<file path="src/rtl/hdmi_pattern_axis_src.sv">
// hdmi_pattern_axis_src: AXI-Stream test-pattern video source, one TLAST-terminated packet per line
module hdmi_pattern_axis_src #(
  parameter int C_M_AXIS_TDATA_WIDTH = 24,
  parameter int H_ACTIVE = 1280,
  parameter int V_ACTIVE = 720,
  parameter int LINE_GAP = 0
) (
  input  logic                            M_AXIS_ACLK,
  input  logic                            M_AXIS_ARESET,
  input  logic                            enable,
  input  logic [1:0]                      pattern_sel,
  input  logic [23:0]                     solid_rgb,
  output logic [C_M_AXIS_TDATA_WIDTH-1:0] M_AXIS_TDATA,
  output logic                            M_AXIS_TVALID,
  input  logic                            M_AXIS_TREADY,
  output logic                            M_AXIS_TLAST,
  output logic                            M_AXIS_TUSER,
  output logic                            busy,
  output logic                            frame_done
);
  localparam int XW = H_ACTIVE > 1 ? $clog2(H_ACTIVE) : 1;
  localparam int YW = V_ACTIVE > 1 ? $clog2(V_ACTIVE) : 1;
  localparam int BW = H_ACTIVE / 8;
  localparam int BCW = BW > 1 ? $clog2(BW) : 1;
  localparam int GW = LINE_GAP > 1 ? $clog2(LINE_GAP) : 1;
  localparam logic [XW-1:0] X_LAST = XW'(H_ACTIVE - 1);
  localparam logic [YW-1:0] Y_LAST = YW'(V_ACTIVE - 1);
  localparam logic [BCW-1:0] BC_LAST = BCW'(BW - 1);
  localparam logic [GW-1:0] G_LAST = GW'(LINE_GAP > 0 ? LINE_GAP - 1 : 0);
  localparam logic [23:0] BARS [8] = '{24'hFFFFFF, 24'hFFFF00, 24'h00FFFF, 24'h00FF00,
                                       24'hFF00FF, 24'hFF0000, 24'h0000FF, 24'h000000};
  typedef enum logic [1:0] {IDLE, ACTIVE, GAP} state_t;
  state_t state, state_n;
  logic [XW-1:0] x, x_n;
  logic [YW-1:0] y, y_n;
  logic [BCW-1:0] bc, bc_n;
  logic [2:0] bi, bi_n;
  logic [GW-1:0] gc, gc_n;
  logic [1:0] pat, pat_n;
  logic [23:0] sol, sol_n, pix;
  logic xfer, eol, eof, start, load, valid_n, fd_n, x_b5, y_b5;
  always_comb begin
    xfer = M_AXIS_TVALID && M_AXIS_TREADY;
    eol = xfer && x == X_LAST;
    eof = eol && y == Y_LAST;
    start = (state == IDLE) ? enable : eof && enable;
    state_n = state;
    x_n = x;
    y_n = y;
    bc_n = bc;
    bi_n = bi;
    gc_n = gc;
    pat_n = pat;
    sol_n = sol;
    valid_n = M_AXIS_TVALID;
    load = 1'b0;
    fd_n = eof;
    if (start) begin
      state_n = ACTIVE;
      pat_n = pattern_sel;
      sol_n = solid_rgb;
      x_n = '0;
      y_n = '0;
      bc_n = '0;
      bi_n = '0;
      valid_n = 1'b1;
      load = 1'b1;
    end else if (eof) begin
      state_n = IDLE;
      valid_n = 1'b0;
      x_n = '0;
      y_n = '0;
    end else if (eol) begin
      x_n = '0;
      y_n = y + 1'b1;
      bc_n = '0;
      bi_n = '0;
      if (LINE_GAP > 0) begin
        state_n = GAP;
        gc_n = '0;
        valid_n = 1'b0;
      end else load = 1'b1;
    end else if (xfer) begin
      x_n = x + 1'b1;
      bc_n = (bc == BC_LAST) ? '0 : bc + 1'b1;
      bi_n = (bc == BC_LAST && bi != 3'd7) ? bi + 3'd1 : bi;
      load = 1'b1;
    end else if (state == GAP) begin
      if (gc == G_LAST) begin
        state_n = ACTIVE;
        valid_n = 1'b1;
        load = 1'b1;
      end else gc_n = gc + 1'b1;
    end
    x_b5 = |(32'(x_n) & 32'h20);
    y_b5 = |(32'(y_n) & 32'h20);
    pix = pat_n == 2'd0 ? BARS[bi_n] :
          pat_n == 2'd1 ? {3{8'(x_n)}} :
          pat_n == 2'd2 ? sol_n :
          (x_b5 ^ y_b5) ? 24'hFFFFFF : 24'h000000;
  end
  always_ff @(posedge M_AXIS_ACLK) begin
    if (M_AXIS_ARESET) begin
      state <= IDLE;
      x <= '0;
      y <= '0;
      bc <= '0;
      bi <= '0;
      gc <= '0;
      pat <= '0;
      sol <= '0;
      M_AXIS_TDATA <= '0;
      M_AXIS_TVALID <= 1'b0;
      M_AXIS_TLAST <= 1'b0;
      M_AXIS_TUSER <= 1'b0;
      frame_done <= 1'b0;
    end else begin
      state <= state_n;
      x <= x_n;
      y <= y_n;
      bc <= bc_n;
      bi <= bi_n;
      gc <= gc_n;
      pat <= pat_n;
      sol <= sol_n;
      M_AXIS_TVALID <= valid_n;
      frame_done <= fd_n;
      if (load) begin
        M_AXIS_TDATA <= pix;
        M_AXIS_TLAST <= x_n == X_LAST;
        M_AXIS_TUSER <= x_n == '0 && y_n == '0;
      end
    end
  end
  assign busy = state != IDLE;
endmodule

</file>
<file path="config.mk">
export PLATFORM = sky130hd
export DESIGN_NAME = hdmi_pattern_axis_src
export DESIGN_NICKNAME = d
export VERILOG_FILES = /design/src/rtl/hdmi_pattern_axis_src.sv
export SDC_FILE = /design/constraint.sdc
export NUM_CORES = 1
export LEC_CHECK = 0
export ABC_AREA = 1
export CORE_MARGIN = 4
export CORE_UTILIZATION = 29
export CTS_CLUSTER_SIZE = 8
export DETAILED_ROUTE_END_ITERATION = 12
export GPL_TIMING_DRIVEN = 1
export PLACE_DENSITY = 0.57
export RECOVER_POWER = 50
export SYNTH_ARGS = -nofsm -noshare
export SYNTH_HDL_FRONTEND = slang
export SYNTH_SLANG_ARGS = --single-unit
export TNS_END_PERCENT = 20
</file>
<file path="constraint.sdc">
create_clock -name M_AXIS_ACLK -period 2.8 [get_ports M_AXIS_ACLK]
set_input_delay 0.56 -clock M_AXIS_ACLK [delete_from_list [all_inputs] [get_ports M_AXIS_ACLK]]
set_output_delay 0.56 -clock M_AXIS_ACLK [all_outputs]
set_load 0.05 [all_outputs]
</file>
# ---- Word level (Yosys, flattened, before mapping)
# Memory sizes are Yosys's and may differ from the RTL's.
# Cells that the tools add are included.
dict set report totals {
  ff_bits 87
  mem_bits_ro 192
  input_bits 30
  out_inout_bits 29
  wordCells 77
  memories 1
}
dict set report classes {
  n_addsub 4
  magnitude_cmp 1
  eq_ne 9
  muxes 32
  bitwise 3
  n_reduce_logical 15
}
# name depth width rd rd_clocked_by_memory_dff write_ports line_no
set memory_table {}
lappend memory_table {{(name not given)} 8 24 1 0 0 97} ;# pix = pat_n == 2'd0 ? BARS[bi_n] :
# cell count
set op_table {}
lappend op_table {{$mux W24} 7}
lappend op_table {{$mux W11} 4}
lappend op_table {{$mux W10} 3}
lappend op_table {{$mux W8} 3}
lappend op_table {{$eq A11 B11 Y1 const B} 2}
lappend op_table {{$mux W3} 5}
lappend op_table {{$add A11 B1 Y11 const B} 1}
lappend op_table {{$logic_not A11 Y1} 1}
lappend op_table {{$add A10 B1 Y10 const B} 1}
lappend op_table {{$eq A10 B10 Y1 const B} 1}
lappend op_table {{$logic_not A10 Y1} 1}
lappend op_table {{$mux W1} 9}
lappend op_table {{$add A8 B1 Y8 const B} 1}
lappend op_table {{$eq A8 B8 Y1 const B} 1}
lappend op_table {{$logic_and A1 B1 Y1} 6}
lappend op_table {{$ne A3 B1 Y1 const B} 2}
lappend op_table {{$ge A4 B4 Y1 const B} 1}
lappend op_table {{$logic_not A2 Y1} 2}
lappend op_table {{$not A3 Y4} 1}
lappend op_table {{$add A3 B1 Y3 const B} 1}
lappend op_table {{$ne A3 B3 Y1 const B} 1}
lappend op_table {{$reduce_and A3 Y1} 1}
lappend op_table {{$reduce_bool A3 Y1} 1}
lappend op_table {{$eq A2 B1 Y1 const B} 1}
lappend op_table {{other kinds (7)} 7}

# ---- Longest topological paths before layout
dict set report logic_depth {
  ltp_word 12
  mapped_depth 17
}

# ---- Worst setup path after synthesis
# Ideal clock, no wire load.
dict set report synth_path {
  path_type {register to register}
  startpoint {reg state[0]}
  endpoint {reg M_AXIS_TDATA[16]}
  setup_ns 0.118
  arrival_ns 2.262
  required_time_ns 2.682
  setup_slack_ns 0.420
  stages_incl_launch_ff 18
  n_path_buf 2
  synth_period_minus_slack_ns 2.380
  cell_sequence {dfxtp_1 -> buf_4 -> nand2_4 -> nor2_4 -> nand3_4 -> clkinv_2 -> nand2_4 -> nand2_2 -> nand2_2 -> buf_6 -> nand2_2 -> inv_1 -> nand2_1 -> nand2_1 -> nand2_4 -> nand3_4 -> nor2_1 -> nor2_1}
}
dict set report synth_between {
  elab_chain_cells 8
  elab_cells_between_ends 20
  cone_classes {eq/ne: 2; mux: 13; bitwise: 2; reduce/logical: 2; memory: 1}
}
# element line_no
set synth_lines {}
lappend synth_lines {{start: declaration} 33} ;# state_t state, state_n;
lappend synth_lines {{start signal: assignment} 118} ;# state <= state_n;
lappend synth_lines {{$logic_not A2 Y1 *} 46} ;# start = (state == IDLE) ? enable : eof && enable;
lappend synth_lines {{$mux W1 *} 46}
lappend synth_lines {{$mux W3, or another cell as far along} 58} ;# if (start) begin
lappend synth_lines {{$not A3 Y4 (implied by the code) or $xor A1 B1 Y1 (tied branches)} {97, 100}}
lappend synth_lines {{$mem_v2 Z8 W24 or $mux W24 (tied branches)} --}
lappend synth_lines {{$mux W24 (on tied branches)} {97, 99}}
lappend synth_lines {{$mux W24 (on tied branches)} {97, 98}}
lappend synth_lines {{$mux W24} 97}
lappend synth_lines {{end signal: assignment} 129} ;# M_AXIS_TDATA <= pix;
lappend synth_lines {{end: declaration} 13} ;# output logic [C_M_AXIS_TDATA_WIDTH-1:0] M_AXIS_TDATA,
# Every way passes the cells marked *; elsewhere a longest branch is shown, timed or not. The select of a mux whose other input is x is not followed.
# A chain may end at the register's enable or synchronous reset.

# ---- Worst setup path after layout
dict set report layout_path {
  startpoint {in M_AXIS_TREADY}
  endpoint {reg M_AXIS_TDATA[15]}
}
dict set report layout_between {
  elab_chain_cells 11
  elab_cells_between_ends 34
  cone_classes {eq/ne: 2; mux: 24; bitwise: 2; reduce/logical: 5; memory: 1}
}
# element line_no
set layout_lines {}
lappend layout_lines {{start: declaration} 15} ;# input logic M_AXIS_TREADY,
lappend layout_lines {{$logic_and A1 B1 Y1 *} 43} ;# xfer = M_AXIS_TVALID && M_AXIS_TREADY;
lappend layout_lines {{$logic_and A1 B1 Y1} 44} ;# eol = xfer && x == X_LAST;
lappend layout_lines {{$logic_and A1 B1 Y1} 45} ;# eof = eol && y == Y_LAST;
lappend layout_lines {{$logic_and A1 B1 Y1} 46}
lappend layout_lines {{$mux W1} 46}
lappend layout_lines {{$mux W3, or another cell as far along} 58}
lappend layout_lines {{$not A3 Y4 (implied by the code) or $xor A1 B1 Y1 (tied branches)} {97, 100}}
lappend layout_lines {{$mem_v2 Z8 W24 or $mux W24 (tied branches)} --}
lappend layout_lines {{$mux W24 (on tied branches)} {97, 99}}
lappend layout_lines {{$mux W24 (on tied branches)} {97, 98}}
lappend layout_lines {{$mux W24} 97}
# Marks and branches as above.

==> results.json <==
{
  "synthesis.area_um2": 4450,
  "htree_levels": 3,
  "numCtsBuffers": 9,
  "arrival_ns": 2.84,
  "drt_iter0_markers": 312,
  "port_buffers": 58,
  "crit_slowest_cell": "dlygate4sd3_1",
  "cts-root-buf": "clkbuf_16",
  "route.vias.total": 4381,
  "setup_tns_ns": 0,
  "yosys-top-cells-count": "218 x nand2_1, 107 x nor2_1, 86 x dfxtp_1",
  "die_area_um2": 17400,
  "wl_per_cell_um": 13.6,
  "yosys.area.top_type": "dfxtp_1",
  "slew_viol_final": 0,
  "synth_warnings": 0,
  "synth_top_cell_area_share_pct": 38.7,
  "whs_ns": 0.464,
  "r2r_cells": 13,
  "synth_fp_nets": 711,
  "setup_ws_ns": 0.248,
  "hold_buffers": 0,
  "crit_end": "M_AXIS_TDATA[15]",
  "r2r_end": "M_AXIS_TUSER",
  "drc_errors": 0,
  "clk_latency_ns": 0.36,
  "crit_type": "input pin to flip-flop",
  "grt_pass1_vias": 4051,
  "cts.sinks": 86,
  "grt_antenna_before_repair": 0,
  "dp_hpwl_mm": 9.74,
  "grt_usage_pct": 15.3,
  "drive_above_1_share_pct": 9.49,
  "ys_ff_latch": 86,
  "synth_seq_area_share_pct": 38.7,
  "crit_path_max_incr_delay_ns": 0.58,
  "skew_ns": 0.0114,
  "worst_setup_path_start_kind": "input pin",
  "synth_top_cells_by_area": "dfxtp_1 39%, nand2_1 18%, nor2_1 9.0%",
  "seq_power_share_pct": 42.5,
  "synth_edf_count": 0,
  "maxCapViolCount": 0,
  "ys_async_sr_fraction_pct": 0,
  "path_cells": "dlygate4sd3_1 -> nand2_4 -> nor2_4 -> nand3_4 -> clkbuf_1 -> o21ai_0 -> clkbuf_1 -> nor2_1 -> nand3_1 -> nand2_1 -> nor2_1 -> nor2_1",
  "outcome": "complete, no violations",
  "grt_setup_unrepaired": "false",
  "core-area_um2": 15100,
  "cellPowerDensity_nw_per_um2": 545,
  "period_needed_ns": 2.55,
  "setup_violations": 0,
  "cp_max_fo": 7,
  "sw_frac_of_total_pct": 32.0,
  "p_leak_nw": 2.58,
  "worst_setup_path_end_kind": "flip-flop",
  "r2r_slack_ns": 0.38,
  "dp_slack_ns": 0.0812,
  "start_util_pct": 29.4,
  "n_fill_cell": 1548,
  "ys.flop_type": "dfxtp_1",
  "nNetsFinal": 789,
  "grt_pass1_wl_mm": 21.5,
  "die_y_um": 132,
  "grt_start_max_net_pins": 54,
  "worstSetupStartpoint": "M_AXIS_TREADY",
  "num_rows": 45,
  "intPower_mw": 2.11,
  "overflow": 0,
  "finalHoldViolations": 0,
  "max_slew.worst_pin.slew_ns": 0.592,
  "io_pins": 59,
  "cts_tree": "done",
  "clockPowerShare_pct": 39.3,
  "p_comb_share_pct": 18.2,
  "ant_nets": 0,
  "via_per_inst": 4.63,
  "ir_drop_mv": 0.310,
  "netlist_instances": 676,
  "cp_common_cell": "nor2_1",
  "relSlewSlack_pct": 60.6,
  "firstDrtPassIters": 6,
  "antenna_cells": 0,
  "p_sw_uw": 992,
  "wirelength_mm": 12.9,
  "cts.reportedPaths.clkPinSlew_ns": 0.07,
  "critPathRequiredTime_ns": 3.09,
  "ctsResizeCount": 0,
  "place_congestion": 0.881,
  "fp.dieW_um": 132,
  "reg2reg_from": "x[0]",
  "yosysUniqueCellTypes": 37,
  "synth_most_common_cell": "nand2_1",
  "fin_crit_sh_pct": 91.1,
  "syn_avg_cell_area_um2": 6.59,
  "postCtsSetupBuffers": 0,
  "fmax_mhz": 392,
  "area_growth_syn_to_layout_pct": 27.7,
  "cts_max_path_buffers": 2,
  "hold_class": "flip-flop to flip-flop"
}
## logic make-up after synthesis
logic type / share of synthesized area [%]
buf+inv: 6.86
flops: 38.7
compound gates: 9.87
fa+ha+maj: 1.41
xor+xnor: 1.77
simple gates: 41.4
## flip-flops by register name (all words and copies together) (netlist names)
name          cells
bc                8
y                10
sol              24
M_AXIS_TDATA     24
state             1
bi                3
M_AXIS_TUSER      1
x                11
M_AXIS_TLAST      1
pat               2
frame_done        1
## layout make-up
cell class	count	area (µm²)	area share (%)
multi-input cells	519	2420	42.6
clock buffers	9	225	3.96
inverters	50	189	3.32
well taps	188	235	4.14
clock inverters	7	75.1	1.32
flip-flops and latches	86	1720	30.3
repair buffers	88	815	14.3
## placed cells by master, fill, tap and decap left out, types with 3 or more instances in the layout
cell / instances
nand2_1: 218
nor2_1: 107
dfxtp_1: 86
nand3_1: 50
inv_1: 45
a21oi_1: 35
o21ai_0: 34
clkdlybuf4s50_1: 29
dlygate4sd3_1: 28
buf_4: 25
nor3_1: 11
nand4_1: 10
clkbuf_16: 9
nand2_2: 7
nand3b_1: 6
xor2_1: 5
ha_1: 5
nand2_4: 4
xnor2_1: 4
nor2_4: 3
inv_2: 3
nand3_4: 3
o22ai_1: 3
inv_8: 3
clkbuf_1: 3
## per-layer routing
metal	vias to the layer above	wire length (µm)	GRT usage, %
met3	20	629	2.82
li1	2326	-	-
met2	100	5760	23.5
met5	-	0	0
met4	0	254	6.01
met1	1935	6280	21.1
## per-stage QoR
step	utilization (%)	instance area, µm²	cells	total power, mW
detailed placement	35.6	5400	931	1.93
finish	37.5	5690	947	3.10
CTS	37.6	5700	947	3.16
floorplan	-	4450	676	1.71
global placement	35.6	5400	931	1.93
global route	37.5	5690	947	3.23
## power by group through the flow
| stage | Combinational [mW] | Sequential [mW] | Clock (mW) |
|---|---|---|---|
| 2_1_floorplan | 0.237 | 1.47 | 0 |
| 3_3_place_gp | 0.581 | 1.35 | 0 |
| 3_5_place_dp | 0.580 | 1.35 | 0 |
| 4_1_cts | 0.583 | 1.32 | 1.25 |
| 5_1_grt | 0.614 | 1.32 | 1.30 |
| 6_report | 0.563 | 1.32 | 1.22 |
## worst min path at each step
stage / startpoint / end / slack (ns) / depth (start not counted)
global route: sol[8] / sol[8] / 0.49 / 2
finish: M_AXIS_TUSER / M_AXIS_TUSER / 0.46 / 2
floorplan: sol[0] / sol[0] / 0.45 / 2
CTS: M_AXIS_TUSER / M_AXIS_TUSER / 0.47 / 2
detailed placement: M_AXIS_TUSER / M_AXIS_TUSER / 0.46 / 2
global placement: M_AXIS_TUSER / M_AXIS_TUSER / 0.46 / 2
## critical path: cells and delay by family
family	cells	cell delay, ns
buffers and inverters	3	1.06
and+or+nand+nor	8	1.03
AOI/OAI and AO/OA	1	0.18
Power figures use the tool's default switching activity.
